File: src/rtl/uart_rx_param_top_if.sv
// Host-side read port of the UART receiver: FIFO pop, overrun clear, head word and status.
interface uart_rx_param_top_if #(
  parameter int DATA_BITS = 8,
  parameter int FIFO_EXP  = 4
);
  logic                 read_uart;
  logic                 clr_overrun;
  logic [DATA_BITS-1:0] read_data;
  logic                 read_parity_err;
  logic                 read_frame_err;
  logic                 rx_full;
  logic                 rx_empty;
  logic [FIFO_EXP:0]    rx_level;
  logic                 overrun;

  modport master (
    output read_uart, clr_overrun,
    input  read_data, read_parity_err, read_frame_err, rx_full, rx_empty, rx_level, overrun
  );

  modport slave (
    input  read_uart, clr_overrun,
    output read_data, read_parity_err, read_frame_err, rx_full, rx_empty, rx_level, overrun
  );
endinterface

File: src/rtl/uart_rx_param_top.sv
// UART receiver: baud tick, 2-FF synchroniser, 16x oversampling FSM, fall-through FIFO
// whose entries carry {frame_err, parity_err, data}.
module uart_rx_param_top #(
  parameter int DATA_BITS     = 8,
  parameter int PARITY_MODE   = 0,
  parameter int STOP_BIT_TICK = 16,
  parameter int BR_LIMIT      = 326,
  parameter int BR_BITS       = 9,
  parameter int FIFO_EXP      = 4
) (
  input logic                clk_50MHz,
  input logic                reset,
  input logic                rx,
  uart_rx_param_top_if.slave bus
);
  localparam int DEPTH = 1 << FIFO_EXP;
  localparam int SW    = (STOP_BIT_TICK > 16) ? 5 : 4;
  localparam int NW    = $clog2(DATA_BITS);
  localparam int EW    = DATA_BITS + 2;

  typedef enum logic [2:0] {IDLE, START, DATA, PARITY, STOP} state_t;

  // Input synchroniser, idle-high so reset never looks like a start bit.
  logic rx_meta_reg, rx_s_reg;
  always_ff @(posedge clk_50MHz or posedge reset) begin
    if (reset) begin
      rx_meta_reg <= 1'b1;
      rx_s_reg    <= 1'b1;
    end else begin
      rx_meta_reg <= rx;
      rx_s_reg    <= rx_meta_reg;
    end
  end

  logic [BR_BITS-1:0] br_cnt_reg;
  logic               tick;
  assign tick = (br_cnt_reg == BR_BITS'(BR_LIMIT - 1));

  always_ff @(posedge clk_50MHz or posedge reset) begin
    if (reset) br_cnt_reg <= '0;
    else       br_cnt_reg <= tick ? '0 : br_cnt_reg + BR_BITS'(1);
  end

  state_t               state_reg;
  logic [SW-1:0]        s_cnt_reg;
  logic [NW-1:0]        n_reg;
  logic [DATA_BITS-1:0] b_reg;
  logic                 perr_reg, ferr_reg, rx_done_reg;

  always_ff @(posedge clk_50MHz or posedge reset) begin
    if (reset) begin
      state_reg   <= IDLE;
      s_cnt_reg   <= '0;
      n_reg       <= '0;
      b_reg       <= '0;
      perr_reg    <= 1'b0;
      ferr_reg    <= 1'b0;
      rx_done_reg <= 1'b0;
    end else begin
      rx_done_reg <= 1'b0;
      case (state_reg)
        IDLE: begin
          if (!rx_s_reg) begin
            state_reg <= START;
            s_cnt_reg <= '0;
          end
        end
        START: begin
          if (tick) begin
            if (s_cnt_reg == SW'(7)) begin
              // Mid-start-bit recheck rejects short glitches on the line.
              if (!rx_s_reg) begin
                state_reg <= DATA;
                s_cnt_reg <= '0;
                n_reg     <= '0;
                perr_reg  <= 1'b0;
                ferr_reg  <= 1'b0;
              end else begin
                state_reg <= IDLE;
              end
            end else begin
              s_cnt_reg <= s_cnt_reg + SW'(1);
            end
          end
        end
        DATA: begin
          if (tick) begin
            if (s_cnt_reg == SW'(15)) begin
              s_cnt_reg <= '0;
              b_reg     <= {rx_s_reg, b_reg[DATA_BITS-1:1]};
              if (n_reg == NW'(DATA_BITS - 1))
                state_reg <= (PARITY_MODE != 0) ? PARITY : STOP;
              else
                n_reg <= n_reg + NW'(1);
            end else begin
              s_cnt_reg <= s_cnt_reg + SW'(1);
            end
          end
        end
        PARITY: begin
          if (tick) begin
            if (s_cnt_reg == SW'(15)) begin
              perr_reg  <= ((^b_reg) ^ rx_s_reg) != (PARITY_MODE == 2);
              state_reg <= STOP;
              s_cnt_reg <= '0;
            end else begin
              s_cnt_reg <= s_cnt_reg + SW'(1);
            end
          end
        end
        STOP: begin
          if (tick) begin
            // Only the first stop bit is checked; extra stop time is just waited out.
            if (s_cnt_reg == SW'(15))
              ferr_reg <= ~rx_s_reg;
            if (s_cnt_reg == SW'(STOP_BIT_TICK - 1)) begin
              state_reg   <= IDLE;
              rx_done_reg <= 1'b1;
            end else begin
              s_cnt_reg <= s_cnt_reg + SW'(1);
            end
          end
        end
        default: state_reg <= IDLE;
      endcase
    end
  end

  logic [EW-1:0]       mem [DEPTH];
  logic [FIFO_EXP-1:0] wr_ptr_reg, rd_ptr_reg;
  logic [FIFO_EXP:0]   level_reg;
  logic                overrun_reg;
  logic                full, empty, do_push, do_pop;
  logic [EW-1:0]       head;

  assign full    = (level_reg == (FIFO_EXP + 1)'(DEPTH));
  assign empty   = (level_reg == '0);
  assign do_pop  = bus.read_uart && !empty;
  // A full FIFO still accepts the word when a pop frees the slot in the same cycle.
  assign do_push = rx_done_reg && (!full || do_pop);

  always_ff @(posedge clk_50MHz) begin
    if (do_push) mem[wr_ptr_reg] <= {ferr_reg, perr_reg, b_reg};
  end

  always_ff @(posedge clk_50MHz or posedge reset) begin
    if (reset) begin
      wr_ptr_reg  <= '0;
      rd_ptr_reg  <= '0;
      level_reg   <= '0;
      overrun_reg <= 1'b0;
    end else begin
      if (do_push) wr_ptr_reg <= wr_ptr_reg + FIFO_EXP'(1);
      if (do_pop)  rd_ptr_reg <= rd_ptr_reg + FIFO_EXP'(1);
      case ({do_push, do_pop})
        2'b10:   level_reg <= level_reg + (FIFO_EXP + 1)'(1);
        2'b01:   level_reg <= level_reg - (FIFO_EXP + 1)'(1);
        default: level_reg <= level_reg;
      endcase
      if (rx_done_reg && !do_push) overrun_reg <= 1'b1;
      else if (bus.clr_overrun)    overrun_reg <= 1'b0;
    end
  end

  assign head                = mem[rd_ptr_reg];
  assign bus.read_data       = empty ? '0 : head[DATA_BITS-1:0];
  assign bus.read_parity_err = !empty && (PARITY_MODE != 0) && head[DATA_BITS];
  assign bus.read_frame_err  = !empty && head[DATA_BITS+1];
  assign bus.rx_full         = full;
  assign bus.rx_empty        = empty;
  assign bus.rx_level        = level_reg;
  assign bus.overrun         = overrun_reg;
endmodule

File: src/flat_wrapper.sv
// flat-port wrapper written by rule: the top's interface ports become plain ports
module uart_rx_param_top_flat 
#(
  parameter int DATA_BITS     = 8,
  parameter int PARITY_MODE   = 0,
  parameter int STOP_BIT_TICK = 16,
  parameter int BR_LIMIT      = 326,
  parameter int BR_BITS       = 9,
  parameter int FIFO_EXP      = 4
)
  (clk_50MHz, reset, rx, bus_read_uart, bus_clr_overrun, bus_read_data, bus_read_parity_err, bus_read_frame_err, bus_rx_full, bus_rx_empty, bus_rx_level, bus_overrun);
  uart_rx_param_top_if #(.DATA_BITS(DATA_BITS), .FIFO_EXP(FIFO_EXP)) bus_i ();
  input logic clk_50MHz;
  input logic reset;
  input logic rx;
  input wire logic [$bits(bus_i.read_uart)-1:0] bus_read_uart;
  input wire logic [$bits(bus_i.clr_overrun)-1:0] bus_clr_overrun;
  output wire logic [$bits(bus_i.read_data)-1:0] bus_read_data;
  output wire logic [$bits(bus_i.read_parity_err)-1:0] bus_read_parity_err;
  output wire logic [$bits(bus_i.read_frame_err)-1:0] bus_read_frame_err;
  output wire logic [$bits(bus_i.rx_full)-1:0] bus_rx_full;
  output wire logic [$bits(bus_i.rx_empty)-1:0] bus_rx_empty;
  output wire logic [$bits(bus_i.rx_level)-1:0] bus_rx_level;
  output wire logic [$bits(bus_i.overrun)-1:0] bus_overrun;
  assign bus_i.read_uart = bus_read_uart;
  assign bus_i.clr_overrun = bus_clr_overrun;
  assign bus_read_data = bus_i.read_data;
  assign bus_read_parity_err = bus_i.read_parity_err;
  assign bus_read_frame_err = bus_i.read_frame_err;
  assign bus_rx_full = bus_i.rx_full;
  assign bus_rx_empty = bus_i.rx_empty;
  assign bus_rx_level = bus_i.rx_level;
  assign bus_overrun = bus_i.overrun;
  uart_rx_param_top #(.DATA_BITS(DATA_BITS), .PARITY_MODE(PARITY_MODE), .STOP_BIT_TICK(STOP_BIT_TICK), .BR_LIMIT(BR_LIMIT), .BR_BITS(BR_BITS), .FIFO_EXP(FIFO_EXP)) u_core (.clk_50MHz(clk_50MHz), .reset(reset), .rx(rx), .bus(bus_i));
endmodule
File: config.mk
export PLATFORM = sky130hd
export DESIGN_NAME = uart_rx_param_top_flat
export DESIGN_NICKNAME = d
export VERILOG_FILES = /design/src/rtl/uart_rx_param_top_if.sv /design/src/rtl/uart_rx_param_top.sv /design/src/flat_wrapper.sv
export SDC_FILE = /design/constraint.sdc
export NUM_CORES = 1
export LEC_CHECK = 0
export BUFFER_PORTS_ARGS = -buffer_cell sky130_fd_sc_hd__buf_2
export CORE_ASPECT_RATIO = 1.1
export CORE_MARGIN = 4
export CORE_UTILIZATION = 50
export DETAILED_ROUTE_END_ITERATION = 6
export HOLD_SLACK_MARGIN = 0.1
export PLACE_DENSITY = 0.66
export SLEW_MARGIN = 20
export SYNTH_ARGS = -nofsm -noshare
export SYNTH_HDL_FRONTEND = slang
export SYNTH_SLANG_ARGS = --single-unit
File: constraint.sdc
create_clock -name clk_50MHz -period 4.7 [get_ports clk_50MHz]
set_input_delay 0.94 -clock clk_50MHz [delete_from_list [all_inputs] [get_ports clk_50MHz]]
set_output_delay 0.94 -clock clk_50MHz [all_outputs]
set_load 0.02 [all_outputs]
Yosys cells after proc, flatten, opt, wreduce, memory -nomap -nowiden
Memories as Yosys holds them, arrays and structs flattened.
Index checks and enable logic that the tools add are counted.
- register bits: 46
- word-level logic and storage cells: 119
- bits of input ports: 5
- memory bits (writable): 160
- output and inout bits: 18
- memories kept: 1
- memory list (memory ; depth ; width ; read ports ; clocked after memory_dff ; wr ports ; RTL line ; source):
    u_core.mem ; 16 ; 10 ; 1 ; 0 ; 1 ; uart_rx_param_top.sv:129 ; logic [EW-1:0] mem [DEPTH];
- $add $sub $neg: 7
- reductions and logical operators: 24
- multiplexer cells: 46
- bitwise operators: 2
- equal/unequal tests: 25
- operators by type and width (operator ; count):
    $mux W3 ; 16
    $mux W4 ; 7
    $ne A2 B1 Y1 const B ; 10
    $pmux W4 S4 ; 1
    $pmux W3 S5 ; 1
    $mux W1 ; 14
    $add A4 B1 Y4 const B ; 3
    $reduce_and A6 Y1 ; 2
    $pmux W5 S2 ; 1
    $reduce_and A10 Y1 ; 1
    $reduce_bool A2 Y1 ; 5
    $add A9 B1 Y9 const B ; 1
    $eq A9 B9 Y1 const B ; 1
    $mux W9 ; 1
    $mux W8 ; 1
    $ne A2 B2 Y1 const B ; 4
    $reduce_xor A8 Y1 ; 1
    $reduce_and A7 Y1 ; 1
    $eq A3 B2 Y1 const B ; 2
    $eq A3 B3 Y1 const B ; 2
    $pmux W3 S2 ; 1
    $add A5 B1 Y5 const B ; 1
    $eq A5 B5 Y1 const B ; 1
    $logic_not A5 Y1 ; 1
    19 further kinds ; 25

Longest topological paths before layout
Gate-level depths: netlist (run 1).
- word-level depth: 8
- mapped depth: 10
- mapped depth without buffers: 10

Worst setup path after synthesis (run 1)
No wires, ideal clock.
- path type: reg2reg
- start point: reg u_core.level_reg[0], in the netlist u_core.bus.rx_level[0]
- end point: reg u_core.level_reg[4], in the netlist u_core.bus.rx_level[4]
- setup slack: 2.018 ns
- library setup time: 0.087 ns
- clock period less this slack: 2.682 ns
- data required time: 4.613 ns
- stages on the path, launching flop included: 10
- arrival time: 2.594 ns
- buffers on the path: 0
- cells stage by stage: dfrtp_1 or4_4 o21ai_4 nor2_2 ha_1 nor2b_1 o21a_1 or2_2 o31a_1 o211ai_1
- word-level cells in the longest chain between the ends: 7
- elaborated cells on any way between the ends: 13
- classes of those cells: add/sub (2); eq/ne (3); mux (1); reduce/logical (7)
- ends and longest elaborated chain (element ; RTL line ; source):
    from (decl) ; uart_rx_param_top.sv:131 ; logic [FIFO_EXP:0] level_reg;
    from (signal assigned) ; uart_rx_param_top.sv:156 ; 2'b10: level_reg <= level_reg + (FIFO_EXP + 1)'(1);
    from (signal assigned) ; uart_rx_param_top.sv:157 ; 2'b01: level_reg <= level_reg - (FIFO_EXP + 1)'(1);
    from (signal assigned) ; uart_rx_param_top.sv:158 ; default: level_reg <= level_reg;
    $logic_not A5 Y1 ; uart_rx_param_top.sv:137 ; assign empty = (level_reg == '0);
    $logic_not A1 Y1 ; uart_rx_param_top.sv:138 ; assign do_pop = bus.read_uart && !empty;
    $logic_and A1 B1 Y1 ; uart_rx_param_top.sv:138 ;
    $logic_or A1 B1 Y1 ; uart_rx_param_top.sv:140 ; assign do_push = rx_done_reg && (!full || do_pop);
    $logic_and A1 B1 Y1 ; uart_rx_param_top.sv:140 ;
    $eq A2 B1 Y1 or $eq A2 B2 Y1 (tied branches) ; uart_rx_param_top.sv:155 ; case ({do_push, do_pop})
    $pmux W5 S2 or $reduce_bool A2 Y1 (tied branches) ; - ;
Parallel ways exist; a longest one is shown, timed or not.
A chain may end at the register's enable or synchronous reset.

Final worst setup path (run 1)
- start point: reg u_core.rd_ptr_reg[0]
- end point: out bus_read_data[5]
- word-level cells in the longest chain between the ends: 2
- ends and longest elaborated chain (element ; RTL line ; source):
    from (decl) ; uart_rx_param_top.sv:130 ; logic [FIFO_EXP-1:0] wr_ptr_reg, rd_ptr_reg;
    from (signal assigned) ; uart_rx_param_top.sv:154 ; if (do_pop) rd_ptr_reg <= rd_ptr_reg + FIFO_EXP'(1);
    $mem_v2 Z16 W10 ; - ;
    $mux W8 ; uart_rx_param_top.sv:166 ; assign bus.read_data = empty ? '0 : head[DATA_BITS-1:0];
    to (decl) ; flat_wrapper.sv:18 ; output wire logic [$bits(bus_i.read_data)-1:0] bus_read_data;
Every way passes these cells.

==> results of run 1 <==
-- metrics by stage --
stage | cell area, µm² | worst slack (ns) | instances | util
2_1_floorplan | 7945 | 2.018 | 463 | -
3_3_place_gp | 8267 | 1.521 | 671 | 0.5294
3_5_place_dp | 8267 | 1.511 | 671 | 0.5294
4_1_cts | 8874 | 1.048 | 703 | 0.5683
5_1_grt | 8875 | 0.9432 | 703 | 0.5683
6_report | 8875 | 1.122 | 703 | 0.5683
-- layer usage --
layer	up-vias	share of wire	GRT usage
met1	2058	0.45	0.2463
li1	1860	-	-
met3	17	0.039	0.03585
met4	0	0.015	0.05642
met5	-	0	0
met2	87	0.50	0.2818
-- layout by cell type, fill, tap and decap left out, types with 2 or more instances in the layout --
master,instances
clkbuf_1,3
o211ai_1,3
xnor2_1,13
dfstp_2,2
dfrtp_1,41
o21a_1,2
buf_4,5
nand2b_1,7
dfrtp_2,2
inv_1,18
mux2_2,10
nand4_1,3
and2_1,2
bufinv_16,4
mux2i_1,23
xor2_1,4
clkbuf_16,17
nand2_1,16
nor2_1,25
buf_2,21
a21oi_1,3
nor3_1,5
edfxtp_1,144
o22ai_1,10
mux2_4,2
o21ai_0,11
nand3_1,11
clkinv_1,3
o32ai_1,2
clkinv_4,3
ha_1,13
and3_1,3
mux4_2,36
-- kinds of logic (layout without fill, tap and decap cells) --
| group | Yosys count | count (layout) | synth area share |
|---|---|---|---|
| flip-flops | 189 | 189 | 0.6863 |
| buffers and inverters | 38 | 78 | 0.02063 |
| multiplexers | 71 | 71 | 0.1490 |
| AND/OR/NAND/NOR | 87 | 87 | 0.05984 |
| adder cells (fa/ha/maj) | 14 | 14 | 0.02299 |
| AO/OA/AOI/OAI | 46 | 46 | 0.04205 |
| XOR/XNOR | 17 | 17 | 0.01874 |
| other | 1 | 1 | 0.0004720 |
-- power breakdown --
group	total [mW]	switching [mW]	leakage, nW	internal [mW]
Combinational	0.591	0.287	1.04	0.303
Clock	1.47	0.581	0.291	0.886
Sequential	1.97	0.147	2.25	1.82
Total	4.03	1.02	3.58	3.01
-- final timing paths --
check	startpoint	to	slack (ns)	depth (start not counted)
hold reg to reg	u_core.rx_meta_reg$_DFF_PP1_	u_core.rx_s_reg$_DFF_PP1_	0.36	0
hold / removal	u_core.rx_meta_reg$_DFF_PP1_	u_core.rx_s_reg$_DFF_PP1_	0.36	0
setup reg to reg	u_core.bus.rx_level[0]$_DFFE_PP0P_	u_core.bus.rx_level[4]$_DFFE_PP0P_	1.92	9
setup / recovery	u_core.rd_ptr_reg[0]$_DFFE_PP0P_	bus_read_data[5]	1.12	5
min in group asynchronous	reset	u_core.bus.overrun$_DFFE_PP0P_	0.71	2
max in group asynchronous	reset	u_core.rd_ptr_reg[0]$_DFFE_PP0P_	3.32	2
-- layout make-up --
class                      count  area share
sequential                   189      0.6147
multi-input combinational    236      0.2624
clock buffer                  20     0.04920
tap                          200     0.02820
clock inverter                12     0.01917
timing repair buffer          27     0.01833
inverter                      19    0.008036
==> flow_summary_export.csv, run 1 <==
group,metric,value,unit
outcome,status,"complete, no violations",
power,p_leak,3.579,nW
synth,synth_cells,463,
layout,nNetsFinal,509,
timing,min_period_over_period,0.7614,
timing,drv_slew,0,
die,ios,23,
layout,largest_reg_flops,144,
synth,synthTopCellsByCount,"edfxtp_1, dfrtp_1, mux4_2",
clocking,hold_buffers,0,
global_route,grt_max_degree,46,
synth,synth.distinct_cells,61,
worst_setup_path,critPathTopFamily,"flip-flops",
timing,grt_setup_unrepaired,"no",
layout,fill_cells,1226,
global_route,grt_pass1_wl,23740,µm
synth,ys_async_sr_fraction,0.2381,
drt,vias,4022,
clocking,cts_tree,"yes",
min_path,worstHoldPathType,"register to register",
timing,fin_skew,0.006472,ns
drt,wl_per_cell,20.89,µm
die,core-area,0.01562,mm²
clocking,cts-resized-gates,0,
worst_setup_path,slowest_delay,0.81,ns
timing,setup-violations-final,0,
synth,synth-seq-cells,189,
die,initial_core_util,0.5088,
die,die_h,140.2,µm
global_route,first_global_vias,4237,
worst_setup_path,cp-end-kind,"output pin",
worst_setup_path,cp_max_fo,20,
clocking,cts_setup_buffers,0,
power,power.total,4.027,mW
global_route,grt.total_usage,0.1767,
synth,ys_seq_area_frac,0.6863,
timing,tns,0,ns
clocking,cts-buffers-inserted,17,
layout,regArea,0.005455,mm²
timing,fin_hold_ws,0.3597,ns
timing,finalHoldViolCount,0,
clocking,clk_pin_slew,0.06,ns
worst_setup_path,cp-start-kind,"register",
synth,synth.most_common_cell,"edfxtp_1",
power,powerDensity,453.7,mW/mm²
clocking,root_buffer,"clkbuf_16",
power,ir_worst_vdd,0.3105,mV
layout,syn_to_final_growth,11.70,%
drt,ant_nets,0,
timing,fmax,279.5,MHz
worst_setup_path,cp_num_buf_inv,2,
synth,synth_edf_count,144,
worst_setup_path,cpMaxStageDelayCell,"dfrtp_2",
worst_setup_path,path_class,"register to output pin",
timing,fin_crit,3.578,ns
drt,routed_via_density,5.721,
layout,multi_input_area,0.002328,mm²
placed_design,hpwl,9337,µm
timing,worst_slew_pin_slew,0.9905,ns
synth,yosysWarningCount,0,
clocking,h-tree-depth,4,
global_route,grt_overflow,0,
synth,yosysTopAreaCellShare,0.5443,
drt,first_pass_iters,4,
drt,drt-initial-drc-count,361,
clocking,clock_latency,0.42,ns
layout,drive_above_1_share,0.2326,
clocking,cts.sinks,189,
run,max_cap_viol_count,0,
synth,synth_area_per_cell,17.16,µm²
die,placementRows,48,
global_route,grt_antenna_before_repair,0,
placed_design,portBuffers,21,
timing,relSlewSlack,0.3373,
drt,drc,0,
synth,synth.area.top_cells,"edfxtp_1, dfrtp_1, mux4_2",
layout,antenna_cells,0,
synth,synth_flop_cell,"edfxtp_1",
worst_setup_path,worstPathArrival,2.64,ns
drt,drt_wl_total,14680,µm
die,fp.dieW,128.2,µm
placed_design,gp_congestion,0.7736,
die,die-area,0.01797,mm²
synth,synth_nets,482,
worst_setup_path,critPathRequiredTime,3.76,ns
worst_setup_path,path_cells,"buf_12 -> mux4_2 -> mux2i_1 -> o22ai_1 -> buf_2",
clocking,clock_path_buffers,2,
synth,yosys.area.top_type,"edfxtp_1",
synth,syn-cell-area,0.007945,mm²
No activity file was read; power rests on OpenSTA's default activity.
==> inputs of run 2 (changes only) <==
ABC_AREA = 1   (was unset)
clock period = 3.4 ns   (was 4.7 ns; I/O delays follow)
==> flow_summary_export.csv, run 2 <==
group,metric,value,unit
power,powerDensity,672.6,mW/mm²
worst_setup_path,slowest_delay,0.54,ns
worst_setup_path,cp_max_fo,37,
timing,drv_slew,0,
clocking,h-tree-depth,4,
outcome,status,"complete, no violations",
run,max_cap_viol_count,0,
clocking,root_buffer,"clkbuf_16",
placed_design,dpl_cell_area,0.008601,mm²
timing,grt_setup_unrepaired,"no",
clocking,clock_path_buffers,2,
power,p_leak,3.939,nW
layout,largest_reg_flops,144,
placed_design,hpwl,11590,µm
timing,setup-violations-final,0,
synth,yosys.area.top_type,"edfxtp_1",
placed_design,portBuffers,21,
global_route,grt_antenna_before_repair,0,
die,initial_core_util,0.5089,
global_route,grt_max_degree,74,
worst_setup_path,path_cells,"inv_2 -> nand3_1 -> nand3_1 -> nand2_1 -> nand2_1 -> a21oi_1 -> buf_2",
clocking,cts_tree,"yes",
worst_setup_path,rrSetupSlack,1.07,ns
timing,tns,0,ns
layout,postLayoutCellArea,0.009153,mm²
synth,synth_area_per_cell,10.34,µm²
clocking,cts-buffers-inserted,17,
synth,synth_cells,806,
timing,fin_hold_ws,0.3581,ns
die,fp.dieW,131.1,µm
layout,final_common_cell,"nand2_1",
drt,first_pass_iters,5,
synth,ys_seq_area_frac,0.6546,
synth,ys_async_sr_fraction,0.2381,
worst_setup_path,cpMaxStageDelayCell,"inv_2",
die,die_h,143.4,µm
timing,fmax,348.1,MHz
layout,final_cell_mix,"nand2_1, edfxtp_1, nand3_1",
drt,vias,5707,
die,placementRows,49,
worst_setup_path,reg2reg_depth,6,
timing,min_period_over_period,0.8449,
drt,drc,0,
clocking,clock_latency,0.43,ns
timing,finalHoldViolCount,0,
die,ios,23,
synth,synth-seq-cells,189,
drt,drt_wl_total,18250,µm
power,ir_worst_vdd,0.3691,mV
min_path,worstHoldPathType,"primary input to register",
drt,drt-initial-drc-count,522,
timing,fin_skew,0.01276,ns
synth,synth.distinct_cells,33,
global_route,grt.total_usage,0.2055,
layout,antenna_cells,0,
global_route,grt_overflow,0,
synth,synth.most_common_cell,"nand2_1",
worst_setup_path,cp-end-kind,"output pin",
synth,synthTopCellsByCount,"nand2_1, edfxtp_1, nand3_1",
drt,route.met2.wl,8939,µm
layout,syn_to_final_growth,9.868,%
synth,synth_edf_count,144,
clocking,cts_setup_buffers,0,
worst_setup_path,cp-start-kind,"register",
layout,nNetsFinal,841,
synth,syn-cell-area,0.008330,mm²
drt,wl_per_cell,17.57,µm
synth,yosysTopAreaCellShare,0.5191,
clocking,hold_buffers,0,
worst_setup_path,worstPathArrival,2.19,ns
timing,relSlewSlack,0.3367,
clocking,cts.sinks,189,
worst_setup_path,path_class,"register to output pin",
layout,final_core_util,0.5591,
synth,synth_nets,825,
clocking,clk_pin_slew,0.06,ns
placed_design,gp_congestion,0.8335,
clocking,cts-resized-gates,0,
worst_setup_path,critPathRequiredTime,2.72,ns
synth,synth_flop_cell,"edfxtp_1",
drt,dr.max_layer_used,"met4",
synth,synth.area.top_cells,"edfxtp_1, dfrtp_1, nand2_1",
timing,worst_slew_pin_slew,0.9912,ns
global_route,grt_pass1_wl,29280,µm
min_path,hold-path-cell-count,1,
drt,ant_nets,0,
timing,fin_crit,2.873,ns
synth,yosysWarningCount,0,
drt,route.met3.wl,1021,µm
drt,routed_via_density,5.493,
drt,wirelength_met1,8066,µm
die,core-area,0.01637,mm²
die,die-area,0.01879,mm²
layout,drive_above_1_share,0.1030,
global_route,first_global_vias,5520,
==> run 2: power by group <==
group,switching (mW),total (mW),internal [mW]
Sequential,0.0760,2.59,2.52
Clock,0.820,1.87,1.05
Combinational,1.20,1.69,0.498
Total,2.09,6.16,4.06
==> run 2: path summary, 6_finish.rpt <==
| check | to | from |
|---|---|---|
| min in group asynchronous | u_core.bus.rx_level[4]$_DFFE_PP0P_ | reset |
| max in group asynchronous | u_core.rd_ptr_reg[0]$_DFFE_PP0P_ | reset |
| worst max-delay path | bus_read_data[2] | u_core.rd_ptr_reg[1]$_DFFE_PP0P_ |
| worst min-delay path | u_core.rx_meta_reg$_DFF_PP1_ | rx |
| worst min register to register | u_core.rx_s_reg$_DFF_PP1_ | u_core.rx_meta_reg$_DFF_PP1_ |
| worst max register to register | u_core.mem[2][6]$_DFFE_PP_ | u_core.bus.rx_level[0]$_DFFE_PP0P_ |
==> run 2: layout make-up <==
type | instances | area (µm²)
fill | 1394 | 7217
inverter | 48 | 180.2
clock inverter | 11 | 90.09
timing repair buffer | 26 | 155.1
sequential | 189 | 5454
clock buffer | 21 | 461.7
tap | 204 | 255.2
multi-input combinational | 540 | 2556
==> run 2: kinds of logic after synthesis <==
logic type      synth area share
compound gates           0.02163
xor+xnor                 0.01577
fa+ha+maj                0.02193
buf+inv                  0.03860
flops                     0.6546
other cells            0.0004502
simple gates              0.2471
==> run 2: routing by layer <==
metal / GRT usage / vias up
met4: 0.05360 / 0
met5: 0 / -
met3: 0.04424 / 17
met2: 0.3318 / 165
li1: - / 2755
met1: 0.2852 / 2770
==> run 2: stage by stage <==
step                      power [mW]  std cells  worst slack (ns)
final                          6.156       1039            0.5274
after global routing           6.458       1039            0.3541
after CTS                      6.183       1039            0.5085
after detailed placement       4.329       1007            0.9736
after global placement         4.303       1007            0.9932
after floorplan                3.841        806             1.274
==> run 2: critical path, delay by kind of cell (launching register included) <==
| family | cells | cell delay [ns] |
|---|---|---|
| buf+inv | 2 | 0.72 |
| simple gates | 4 | 0.56 |
| compound gates | 1 | 0.09 |
| flops | 1 | 0.39 |
==> inputs of run 3 (changes only) <==
clock period = 2.9 ns   (was 3.4 ns; I/O delays follow)
==> flow_summary_export.csv, run 3 (synthesized netlist as in run 2, its figures left out) <==
group,metric,value,unit
timing,tns,0,ns
power,power.total,7.349,mW
global_route,grt_overflow,0,
placed_design,gp_congestion,0.8973,
power,powerDensity,786.0,mW/mm²
clocking,clock_latency,0.43,ns
die,fp.dieW,131.1,µm
global_route,grt_max_degree,75,
timing,fmax,369.3,MHz
power,p_leak,4.047,nW
layout,drive_above_1_share,0.1265,
global_route,first_global_vias,5708,
die,placementRows,49,
drt,wl_per_cell,17.30,µm
worst_setup_path,path_cells,"inv_2 -> buf_4 -> nand3_1 -> nand3_1 -> nand2_1 -> nand2_1 -> a21oi_1 -> buf_2",
drt,drc,0,
power,p_sw_frac,0.3529,
drt,first_pass_iters,5,
timing,setup-violations-final,0,
drt,vias,5827,
global_route,grt_antenna_before_repair,0,
worst_setup_path,cp-start-kind,"register",
layout,postLayoutCellArea,0.009350,mm²
placed_design,hpwl,12020,µm
worst_setup_path,slowest_delay,0.49,ns
power,pwr-share-seq,0.411,
layout,syn_to_final_growth,12.24,%
power,switchingPower,2.593,mW
power,p_int,4.756,mW
die,die_h,143.4,µm
timing,drv_slew,0,
run,max_cap_viol_count,0,
timing,relSlewSlack,0.4367,
drt,routed_via_density,5.508,
layout,final_common_cell,"nand2_1",
clocking,root_buffer,"clkbuf_16",
drt,ant_nets,0,
timing,fin_crit,2.708,ns
drt,drt_wl_total,18300,µm
layout,nNetsFinal,860,
clocking,clock_path_buffers,2,
timing,finalHoldViolCount,0,
drt,drt-initial-drc-count,587,
clocking,cts.sinks,189,
clocking,cts_setup_buffers,0,
clocking,cts_tree,"yes",
timing,worst_slew_pin_slew,0.8450,ns
worst_setup_path,critPathRequiredTime,2.32,ns
worst_setup_path,cp-end-kind,"output pin",
global_route,grt_pass1_wl,29740,µm
power,comb_power_share,0.281,
global_route,grt.total_usage,0.2082,
worst_setup_path,cp_max_fo,35,
worst_setup_path,worstPathArrival,2.13,ns
timing,fin_skew,0.007708,ns
placed_design,dpl_cell_area,0.008756,mm²
timing,min_period_over_period,0.9337,
layout,antenna_cells,0,
die,ios,23,
die,initial_core_util,0.5089,
die,die-area,0.01879,mm²
die,core-area,0.01637,mm²
power,ir_worst_vdd,0.4563,mV
power,clkPwrFrac,0.309,
timing,grt_setup_unrepaired,"no",
min_path,worstHoldPathType,"primary input to register",
worst_setup_path,cpMaxStageDelayCell,"inv_2",
layout,final_cell_mix,"nand2_1, edfxtp_1, nand3_1",
placed_design,portBuffers,21,
outcome,status,"complete, no violations",
layout,largest_reg_flops,144,
clocking,h-tree-depth,4,
worst_setup_path,path_class,"register to output pin",
clocking,cts-buffers-inserted,17,
clocking,clk_pin_slew,0.07,ns
[run 3: changes by cell type in the layout (fill, tap and decap cells not counted), moves of 3 or more]
cell      change
buf_4        +18
clkinv_8      +3
clkbuf_1      -3
inv_8         +6
clkinv_2      -4
[run 3: area by class of cell]
| class | instances | area (µm²) |
|---|---|---|
| clock buffer | 17 | 425.4 |
| inverter | 48 | 182.7 |
| fill | 1382 | 7019 |
| clock inverter | 15 | 166.4 |
| timing repair buffer | 45 | 310.3 |
| sequential | 189 | 5454 |
| multi-input combinational | 540 | 2556 |
| tap | 204 | 255.2 |
[run 3: through the flow]
step                      worst slack [ns]  hold slack [ns]  cells  utilization
after floorplan                     0.8739           0.3452    806            -
after global placement              0.6185           0.3472   1026       0.5349
after detailed placement            0.6062           0.3488   1026       0.5349
after CTS                           0.1264           0.2360   1058       0.5710
after global routing               0.02911           0.2377   1058       0.5712
final                               0.1922           0.2517   1058       0.5712
[run 3: timing repair]
action	4_1_cts	5_1_grt
setup endpoints to repair	0	1
hold buffers	0	0
resized for setup	0	1
[run 3: worst paths after layout]
| kind | cells after the start | startpoint | endpoint | slack (ns) |
|---|---|---|---|---|
| setup / recovery | 8 | u_core.rd_ptr_reg[1]$_DFFE_PP0P_ | bus_read_data[4] | 0.19 |
| hold / removal | 1 | rx | u_core.rx_meta_reg$_DFF_PP1_ | 0.25 |
| setup reg to reg | 13 | u_core.bus.rx_level[0]$_DFFE_PP0P_ | u_core.bus.rx_level[4]$_DFFE_PP0P_ | 0.71 |
| hold reg to reg | 0 | u_core.rx_meta_reg$_DFF_PP1_ | u_core.rx_s_reg$_DFF_PP1_ | 0.36 |
| max in group asynchronous | 2 | reset | u_core.rd_ptr_reg[0]$_DFFE_PP0P_ | 2.12 |
| min in group asynchronous | 2 | reset | u_core.bus.overrun$_DFFE_PP0P_ | 0.27 |
[run 3: worst max-delay path: cells and delay by family (launching register included)]
family,cells,cell delay [ns]
compound gates,1,0.08
buf+inv,3,0.89
flops,1,0.39
simple gates,4,0.31
[run 3: power by group through the flow]
stage                     Clock [mW]  Combinational (mW)  Sequential, mW
final                           2.27                2.06            3.02
after global routing            2.43                2.27            3.02
after CTS                       2.31                2.07            3.02
after detailed placement           0                2.06            3.08
after global placement             0                2.03            3.07
after floorplan                    0                1.40            3.10
[run 3: metal layers]
| metal | wire, µm | share of wire | track usage | up-vias |
|---|---|---|---|---|
| met2 | 8791 | 0.48 | 0.3305 | 198 |
| met5 | 0 | 0 | 0 | - |
| met1 | 7811 | 0.43 | 0.2808 | 2793 |
| met4 | 527 | 0.029 | 0.08771 | 0 |
| li1 | - | - | - | 2799 |
| met3 | 1172 | 0.064 | 0.04201 | 37 |
